## config.mk

```make
export PLATFORM = sky130hd
export DESIGN_NAME = fpu_issue_ctrl
export DESIGN_NICKNAME = d
export VERILOG_FILES = /design/src/rtl/fpu_pkg.sv /design/src/rtl/fpu_tag_fifo.sv /design/src/rtl/fpu_issue_ctrl.sv
export SDC_FILE = /design/constraint.sdc
export NUM_CORES = 1
export LEC_CHECK = 0
export CAP_MARGIN = 20
export CORE_AREA = 10 10 91 173
export CTS_CLUSTER_DIAMETER = 30
export DETAILED_ROUTE_END_ITERATION = 8
export DIE_AREA = 0 0 101 183
export PLACE_DENSITY_LB_ADDON = 0.3
export REMOVE_ABC_BUFFERS = 1
export SYNTH_ARGS = -nofsm -noshare
export SYNTH_HDL_FRONTEND = slang
export SYNTH_SLANG_ARGS = --single-unit
```

## constraint.sdc

```tcl
create_clock -name clk -period 12.3 [get_ports clk]
set_clock_uncertainty 0.1 [all_clocks]
set_input_delay 2.46 -clock clk [delete_from_list [all_inputs] [get_ports clk]]
set_output_delay 2.46 -clock clk [all_outputs]
set_load 0.01 [all_outputs]
```

## src/rtl/fpu_pkg.sv

```systemverilog
// fpu_pkg: shared rounding-mode, fflags index and canonical qNaN definitions
package fpu_pkg;
  typedef enum logic [2:0] {
    RNE = 3'd0,
    RTZ = 3'd1,
    RDN = 3'd2,
    RUP = 3'd3,
    RMM = 3'd4,
    DYN = 3'd7
  } rm_e;
  localparam int NV = 4;
  localparam int DZ = 3;
  localparam int OF = 2;
  localparam int UF = 1;
  localparam int NX = 0;
  localparam logic [31:0] QNAN32 = 32'h7fc0_0000;
  localparam logic [63:0] QNAN64 = 64'h7ff8_0000_0000_0000;
  function automatic logic rm_legal(input logic [2:0] rm);
    return rm <= RMM;
  endfunction
endpackage

```

## src/rtl/fpu_tag_fifo.sv

```systemverilog
// fpu_tag_fifo: in-order FIFO of in-flight tags, pointers wrap modulo DEPTH
module fpu_tag_fifo #(
  parameter int DEPTH = 4,
  parameter int W = 5,
  localparam int AW = (DEPTH > 1) ? $clog2(DEPTH) : 1,
  localparam int CW = $clog2(DEPTH + 1)
) (
  input  logic          clk,
  input  logic          rst,
  input  logic          push,
  input  logic          pop,
  input  logic [W-1:0]  din,
  output logic [W-1:0]  dout,
  output logic          full,
  output logic          empty,
  output logic [CW-1:0] count
);
  logic [W-1:0] mem [DEPTH];
  logic [AW-1:0] rd, wr;
  logic do_push, do_pop;
  function automatic logic [AW-1:0] nxt(input logic [AW-1:0] p);
    return (p == AW'(DEPTH - 1)) ? '0 : p + 1'b1;
  endfunction
  assign full = count == CW'(DEPTH);
  assign empty = count == '0;
  assign do_push = push && !full;
  assign do_pop = pop && !empty;
  assign dout = mem[rd];
  // pointer and occupancy bookkeeping; push+pop leaves count unchanged
  always_ff @(posedge clk or posedge rst) begin
    if (rst) begin
      rd <= '0;
      wr <= '0;
      count <= '0;
    end else begin
      if (do_push) wr <= nxt(wr);
      if (do_pop) rd <= nxt(rd);
      count <= count + CW'(do_push) - CW'(do_pop);
    end
  end
  // tag storage, contents are don't-care until written
  always_ff @(posedge clk) begin
    if (do_push) mem[wr] <= din;
  end
endmodule

```

## src/rtl/fpu_issue_ctrl.sv

```systemverilog
// fpu_issue_ctrl: issues tagged FP ops to one fixed-latency FU and returns in-order results (optional FPU_ISSUE_WATCHDOG_EN)
module fpu_issue_ctrl
  import fpu_pkg::*;
#(
  parameter int N = 32,
  parameter int LAT = 3,
  parameter int DEPTH = 4,
  parameter int TAGW = 5
) (
  input  logic            clk,
  input  logic            rst,
  input  logic            req_valid,
  output logic            req_ready,
  input  logic [N-1:0]    req_a,
  input  logic [N-1:0]    req_b,
  input  logic [2:0]      req_rm,
  input  logic [TAGW-1:0] req_tag,
  input  logic [2:0]      fcsr_frm,
  output logic            fu_valid,
  output logic [N-1:0]    fu_a,
  output logic [N-1:0]    fu_b,
  output logic [2:0]      fu_frm,
  input  logic [N-1:0]    fu_out,
  input  logic            fu_of,
  input  logic            fu_uf,
  input  logic            fu_nx,
  input  logic            fu_inv,
  input  logic            fu_ready,
  output logic            rsp_valid,
  output logic [N-1:0]    rsp_data,
  output logic [TAGW-1:0] rsp_tag,
  output logic [4:0]      rsp_flags,
  output logic            rsp_illegal,
  output logic [4:0]      fflags_acc,
  input  logic            fflags_clr,
  output logic            busy,
  output logic            proto_err
);
  localparam int CW = $clog2(DEPTH + 1);
  localparam logic [N-1:0] QNAN = (N == 64) ? N'(QNAN64) : N'(QNAN32);
  localparam logic [4:0] NV_FLAG = 5'b1 << NV;
  logic [2:0] rm_eff;
  logic legal, accept, push, ill_acc, pop, stray, force_ret, full, empty;
  logic [TAGW-1:0] head_tag;
  logic [CW-1:0] count;
  logic [4:0] fu_flags;
  assign rm_eff = (req_rm == DYN) ? fcsr_frm : req_rm;
  assign legal = rm_legal(rm_eff);
  // illegal ops only go when nothing is in flight so their response cannot overtake older results
  assign req_ready = !rst && (legal ? !full : empty);
  assign accept = req_valid && req_ready;
  assign push = accept && legal;
  assign ill_acc = accept && !legal;
  assign stray = fu_ready && empty;
  assign pop = (fu_ready && !empty) || force_ret;
  assign busy = count != '0;
  fpu_tag_fifo #(.DEPTH(DEPTH), .W(TAGW)) u_fifo (
    .clk(clk),
    .rst(rst),
    .push(push),
    .pop(pop),
    .din(req_tag),
    .dout(head_tag),
    .full(full),
    .empty(empty),
    .count(count)
  );
`ifdef FPU_ISSUE_WATCHDOG_EN
  localparam int WW = $clog2(4 * LAT + 1);
  logic [WW-1:0] wd;
  assign force_ret = !empty && !fu_ready && (wd == WW'(4 * LAT - 1));
  // stall timer for the head entry, restarted by any FIFO movement
  always_ff @(posedge clk or posedge rst) begin
    if (rst) wd <= '0;
    else if (push || pop) wd <= '0;
    else if (!empty) wd <= wd + 1'b1;
  end
`else
  assign force_ret = 1'b0;
`endif
  // map FU exception outputs onto the fflags layout; divide-by-zero never comes from this FU
  always_comb begin
    fu_flags = '0;
    fu_flags[NV] = fu_inv;
    fu_flags[DZ] = 1'b0;
    fu_flags[OF] = fu_of;
    fu_flags[UF] = fu_uf;
    fu_flags[NX] = fu_nx;
  end
  // single-cycle issue strobe with operands and resolved rounding mode
  always_ff @(posedge clk or posedge rst) begin
    if (rst) begin
      fu_valid <= 1'b0;
      fu_a <= '0;
      fu_b <= '0;
      fu_frm <= '0;
    end else begin
      fu_valid <= push;
      if (push) begin
        fu_a <= req_a;
        fu_b <= req_b;
        fu_frm <= rm_eff;
      end
    end
  end
  // response register: illegal-rm bounce or retired FU result, never both in one cycle
  always_ff @(posedge clk or posedge rst) begin
    if (rst) begin
      rsp_valid <= 1'b0;
      rsp_data <= '0;
      rsp_tag <= '0;
      rsp_flags <= '0;
      rsp_illegal <= 1'b0;
    end else begin
      rsp_valid <= pop || ill_acc;
      if (ill_acc) begin
        rsp_data <= QNAN;
        rsp_tag <= req_tag;
        rsp_flags <= '0;
        rsp_illegal <= 1'b1;
      end else if (pop) begin
        rsp_data <= force_ret ? QNAN : fu_out;
        rsp_tag <= head_tag;
        rsp_flags <= force_ret ? NV_FLAG : fu_flags;
        rsp_illegal <= 1'b0;
      end
    end
  end
  // sticky flag accumulation and protocol error; a clear coinciding with a response keeps that response's flags
  always_ff @(posedge clk or posedge rst) begin
    if (rst) begin
      proto_err <= 1'b0;
      fflags_acc <= '0;
    end else begin
      if (stray || force_ret) proto_err <= 1'b1;
      fflags_acc <= fflags_clr ? (rsp_valid ? rsp_flags : 5'd0) : (rsp_valid ? (fflags_acc | rsp_flags) : fflags_acc);
    end
  end
endmodule

```

After elaboration in Yosys (flattened, before gate mapping)
Memories as Yosys holds them, arrays and structs flattened.
Index checks and enable logic that the tools add are counted.
{ "totals": {"romBits": 0, "in_bits": 116, "latchBits": 0, "mem_bits_rw": 20, "elab_cells": 59, "n_memories": 1, "ff_bits": 125} }
{ "memory_table": {"columns": ["memory", "words", "width", "rd", "rd_clocked_by_memory_dff", "wr", "line_no", "rtl"], "rows": [
  ["u_fifo.mem", 4, 5, 1, 0, 1, "fpu_tag_fifo.sv:18", "logic [W-1:0] mem [DEPTH];"]
]} }
{ "op_classes": {"n_eq_ne": 4, "n_mul": 0, "mux": 17, "n_addsub": 4, "bitwise": 1, "shift": 0, "div_mod_pow": 0, "n_lt_le_gt_ge": 1, "reduce_logical": 17} }
{ "ops": {"columns": ["op", "n"], "rows": [
  ["2-to-1 mux 32 bit", 2],
  ["2-to-1 mux 5 bit", 7],
  ["logical AND 1 bit", 8],
  ["== test 3 bit (second input constant)", 2],
  ["2-to-1 mux 1 bit", 5],
  ["bitwise OR 5 bit", 1],
  ["adder 2 x 1 -> 2 bit (second input constant)", 2],
  ["== test 2 bit (second input constant)", 2],
  ["zero test 1 bit", 4],
  ["2-to-1 mux 2 bit", 2],
  ["nonzero test 2 bit", 2],
  ["adder 3 x 1 -> 3 bit", 1],
  ["less-or-equal comparator 3 bit (second input constant)", 1],
  ["zero test 3 bit", 1],
  ["2-to-1 mux 3 bit", 1],
  ["nonzero test 3 bit", 1],
  ["subtractor 3 x 1 -> 3 bit", 1],
  ["logical OR 1 bit", 1]
]} }

Depth between registers and ports, before layout
{ "logic_depth": {"word_depth": 10, "depth_mapped": 12} }

By module
From an unflattened synthesis, not the netlist that was laid out.
{ "unflattened": {"hier_cells": 442, "area_unflattened_um2": 5774.3} }
{ "by_module_without_submodules": {"columns": ["module", "area_per_inst_um2", "seq_area_each_um2", "cells_per_inst", "instances"], "rows": [
  ["fpu_issue_ctrl", 4591.9, 2902.8, 375, 1],
  ["fpu_tag_fifo", 1182.4, 775.7, 67, 1]
]} }

Worst setup path after synthesis
No wires, ideal clock.
{ "synth_timing": {"path_type": "input-to-output", "start": "input port fcsr_frm[0]", "end": "output port req_ready", "slack_ns": 6.392, "arrival_ns": 3.348, "stages": 5, "cell_sequence": "o21ai_1 > a31o_1 > buf_2 > nor2_1 > a211oi_1"} }
{ "synth_via": {"elab_chain_cells": 4} }
{ "synth_rtl": {"columns": ["item", "line_no", "rtl"], "rows": [
  ["start, declared", "fpu_issue_ctrl.sv:18", "input logic [2:0] fcsr_frm,"],
  ["2-to-1 mux 3 bit", "fpu_issue_ctrl.sv:47", "assign rm_eff = (req_rm == DYN) ? fcsr_frm : req_rm;"],
  ["less-or-equal comparator 3 bit", "fpu_pkg.sv:19", "return rm <= RMM;"],
  ["2-to-1 mux 1 bit", "fpu_issue_ctrl.sv:50", "assign req_ready = !rst && (legal ? !full : empty);"],
  ["logical AND 1 bit", "fpu_issue_ctrl.sv:50", null],
  ["end, declared", "fpu_issue_ctrl.sv:13", "output logic req_ready,"]
]} }
No other way between the ends.

Worst setup path after layout
{ "layout_timing": {"start": "input port req_rm[0]", "end": "output port req_ready"} }
{ "layout_via": {"elab_chain_cells": 5} }
{ "layout_rtl": {"columns": ["item", "line_no", "rtl"], "rows": [
  ["start, declared", "fpu_issue_ctrl.sv:16", "input logic [2:0] req_rm,"],
  ["== test 3 bit", "fpu_issue_ctrl.sv:47", null],
  ["2-to-1 mux 3 bit (*)", "fpu_issue_ctrl.sv:47", null],
  ["less-or-equal comparator 3 bit (*)", "fpu_pkg.sv:19", null],
  ["2-to-1 mux 1 bit (*)", "fpu_issue_ctrl.sv:50", null],
  ["logical AND 1 bit (*)", "fpu_issue_ctrl.sv:50", null]
]} }
Mark *: on every way between the ends. The rest lies on a longest branch, timed or not.

==> results.sh <==
export IMPL_synth_flop_cell="dfrtp_1"
export IMPL_nets=788
export IMPL_cp_arrival_ps=4440
export IMPL_die_h_um=183
export IMPL_crit_top_cell="clkdlybuf4s50_1"
export IMPL_dr_pass1_iters=4
export IMPL_status="finished, final reports clean"
export IMPL_drtIter0Drc=122
export IMPL_critPathBufInv=2
export IMPL_dieArea_mm2=0.0185
export IMPL_grtUsageTotal=0.192
export IMPL_power_density_mw_per_mm2=226
export IMPL_min_period_over_period=0.569
export IMPL_num_rows=59
export IMPL_holdBufCountCts=0
export IMPL_clk_latency_ps=400
export IMPL_ys_types=38
export IMPL_maxCapViolations=0
export IMPL_grt_setup_unrepaired="no"
export IMPL_ant_nets=0
export IMPL_clockPowerShare=0.247
export IMPL_cts_setup_buffers=0
export IMPL_pre_cts_ws_ps=5280
export IMPL_routedWlPerCell_um=21.2
export IMPL_cp_required_ps=9740
export IMPL_final_cell_mix="clkdlybuf4s50_1, dfrtp_1, nand2_1, mux2_4, a21oi_1"
export IMPL_ys_ff_latch=143
export IMPL_slowest_stage="clkdlybuf4s50_1"
export IMPL_final_cells=830
export IMPL_cts_buffers=17
export IMPL_vias=4200
export IMPL_final_common_cell="clkdlybuf4s50_1"
export IMPL_holdCritPathClass="reg2reg"
export IMPL_cts_num_sinks=143
export IMPL_synth_avg_cell_area_um2=13.8
export IMPL_synth_cells=433
export IMPL_gp_congestion=0.752
export IMPL_finalSetupTns_ps=0
export IMPL_fmax_ghz=0.143
export IMPL_seq_area_frac_synth=0.616
export IMPL_viasPerCell=5.06
export IMPL_place_inst=797
export IMPL_fillers=922
export IMPL_async_flop_share=0.860
export IMPL_cp_start_kind="input port"
export IMPL_critPathMaxFanout=13
export IMPL_crit_family="buffers and inverters"
export IMPL_ctsResizeCount=0
export IMPL_drive_gt1_frac=0.160
export IMPL_finalWorstSetupSlack_ps=5300
export IMPL_antenna_found_initial=1
export IMPL_root_buffer="clkbuf_16"
export IMPL_grt_pass1_vias=4759
export IMPL_cp_cell_sequence="clkdlybuf4s50_1 -> o21ai_1 -> a31o_1 -> nor2_1 -> a211oi_1 -> clkdlybuf4s50_1"
export IMPL_power_frac_seq=0.373
export IMPL_fin_crit_ps=7000
export IMPL_finalHoldViolCount=0
export IMPL_power_mw=2.01
export IMPL_grt_pass1_wl_um=27200
export IMPL_maxSlewViolCount=0
export IMPL_dpl_cell_area_mm2=0.00832
export IMPL_switching_share=0.304
export IMPL_grt_max_degree=73
export IMPL_port_buffers=233
export IMPL_power_frac_comb=0.380
export IMPL_io_pins=236
export IMPL_ir_worst_vdd_mv=0.133
export IMPL_synth_edf_count=20
export IMPL_die_w_um=101
export IMPL_wirelength_um=17600
export IMPL_setup_violations_final=0
export IMPL_grt_overflow_total=0
export IMPL_p_leak_nw=3.85
export IMPL_start_util=0.463
export IMPL_worst_slew_pin_slew_ps=1030
export IMPL_end_kind="output port"
export IMPL_relSlewSlack=0.317
export IMPL_area_delta_synth_final_pct=49.0
export IMPL_critical_path_class="in2out"
export IMPL_fin_area_mm2=0.00890
export IMPL_core_mm2=0.0129
export IMPL_cts_tree="done"
export IMPL_syn_area_mm2=0.00598
export IMPL_synth_warnings=0
export IMPL_p_sw_uw=611
export IMPL_clk_pin_slew_ps=60
export IMPL_max_clock_path_buffers=2
export IMPL_slowest_delay_ps=600
export IMPL_p_int_mw=1.40
export IMPL_detailed_place_hpwl_um=13500
export IMPL_drc=0
export IMPL_htreeDepth=4
[flip-flops by register name, indices dropped and copies added, names as in the netlist]
signal and flops:
fflags_acc 4, fu_a 32, fu_b 32, fu_frm 3, fu_valid 1, proto_err 1, rsp_data 32, rsp_flags 4
rsp_illegal 1, rsp_tag 5, rsp_valid 1, u_fifo.count 3, u_fifo.mem 20, u_fifo.rd 2, u_fifo.wr 2
[area by class of cell]
class	instances	area, um2	area share
flip-flops and latches	143	3680	0.413
inverters	15	58.8	0.00661
diodes	1	2.50	0.000281
repair buffers	236	2350	0.265
multi-input cells	251	2040	0.229
clock buffers	19	433	0.0486
clock inverters	13	141	0.0159
well taps	152	190	0.0214
[stage by stage]
stage	util	hold WS, ps
floorplan	-	393
global placement	0.644	350
detailed placement	0.644	370
CTS	0.689	385
global route	0.689	413
finish	0.689	378
[power groups by stage]
stage	logic [mW]	registers [mW]	clock network [mW]
6_report	0.765	0.750	0.496
5_1_grt	0.821	0.771	0.526
4_1_cts	0.779	0.752	0.506
3_5_place_dp	0.776	0.751	0
3_3_place_gp	0.750	0.747	0
2_1_floorplan	0.284	0.805	0
[worst reg2reg max path, stage by stage (launching register included)]
cell and delay (ps):
dfrtp_1 410, nor3_2 300, nand2b_1 190, inv_2 290, ha_1 410, inv_1 50
ha_1 180, fa_1 380, xnor2_1 210, xnor2_1 160
[routing by layer]
layer / routed length [um] / share of wire / vias to the layer above / global-route usage
li1: - / - / 1931 / -
met1: 5540 / 0.31 / 2054 / 0.182
met2: 10100 / 0.57 / 177 / 0.352
met3: 1340 / 0.076 / 38 / 0.0678
met4: 613 / 0.035 / 0 / 0.0874
met5: 0 / 0 / - / 0
[cell usage after synthesis, types with 2 or more instances]
cell type	number	area, um2
nor3_1	2	10.0
mux4_2	5	113
a21o_1	2	15.0
a21oi_1	27	135
nand2_1	87	327
nand3_1	11	55.1
nor2_1	2	7.51
o21ai_1	3	15.0
and3_1	4	25.0
ha_1	7	87.6
buf_2	11	55.1
buf_6	2	22.5
mux2i_1	2	20.0
inv_1	14	52.6
and2_1	2	12.5
clkbuf_1	2	7.51
mux2_4	64	961
dfrtp_1	123	3080
nand2b_1	5	31.3
o221a_1	4	45.0
buf_8	6	90.1
o21ai_0	9	45.0
buf_4	4	30.0
edfxtp_1	20	601
xnor2_1	2	17.5
[worst paths after layout]
kind,start,endpoint,slack [ps],depth (start not counted)
max reg2reg,u_fifo.count[1]$_DFF_PP0_,u_fifo.count[2]$_DFF_PP0_,9540,9
min,rsp_illegal$_DFFE_PP0P_,rsp_illegal$_DFFE_PP0P_,380,2
min in group asynchronous,rst,fflags_acc[0]$_DFFE_PP0N_,2490,2
max in group asynchronous,rst,fu_a[13]$_DFFE_PP0N_,8280,3
max,req_rm[0],req_ready,5300,6
min reg2reg,rsp_illegal$_DFFE_PP0P_,rsp_illegal$_DFFE_PP0P_,380,2
[kinds of logic after synthesis]
kind of cell / Yosys count / synth area share
other cells: 1 / 0.000628
flops: 143 / 0.616
buf+inv: 40 / 0.0438
fa+ha+maj: 8 / 0.0180
mux: 71 / 0.183
xor+xnor: 2 / 0.00293
simple gates: 118 / 0.0850
compound gates: 50 / 0.0511
No activity file was read; power rests on OpenSTA's default activity.
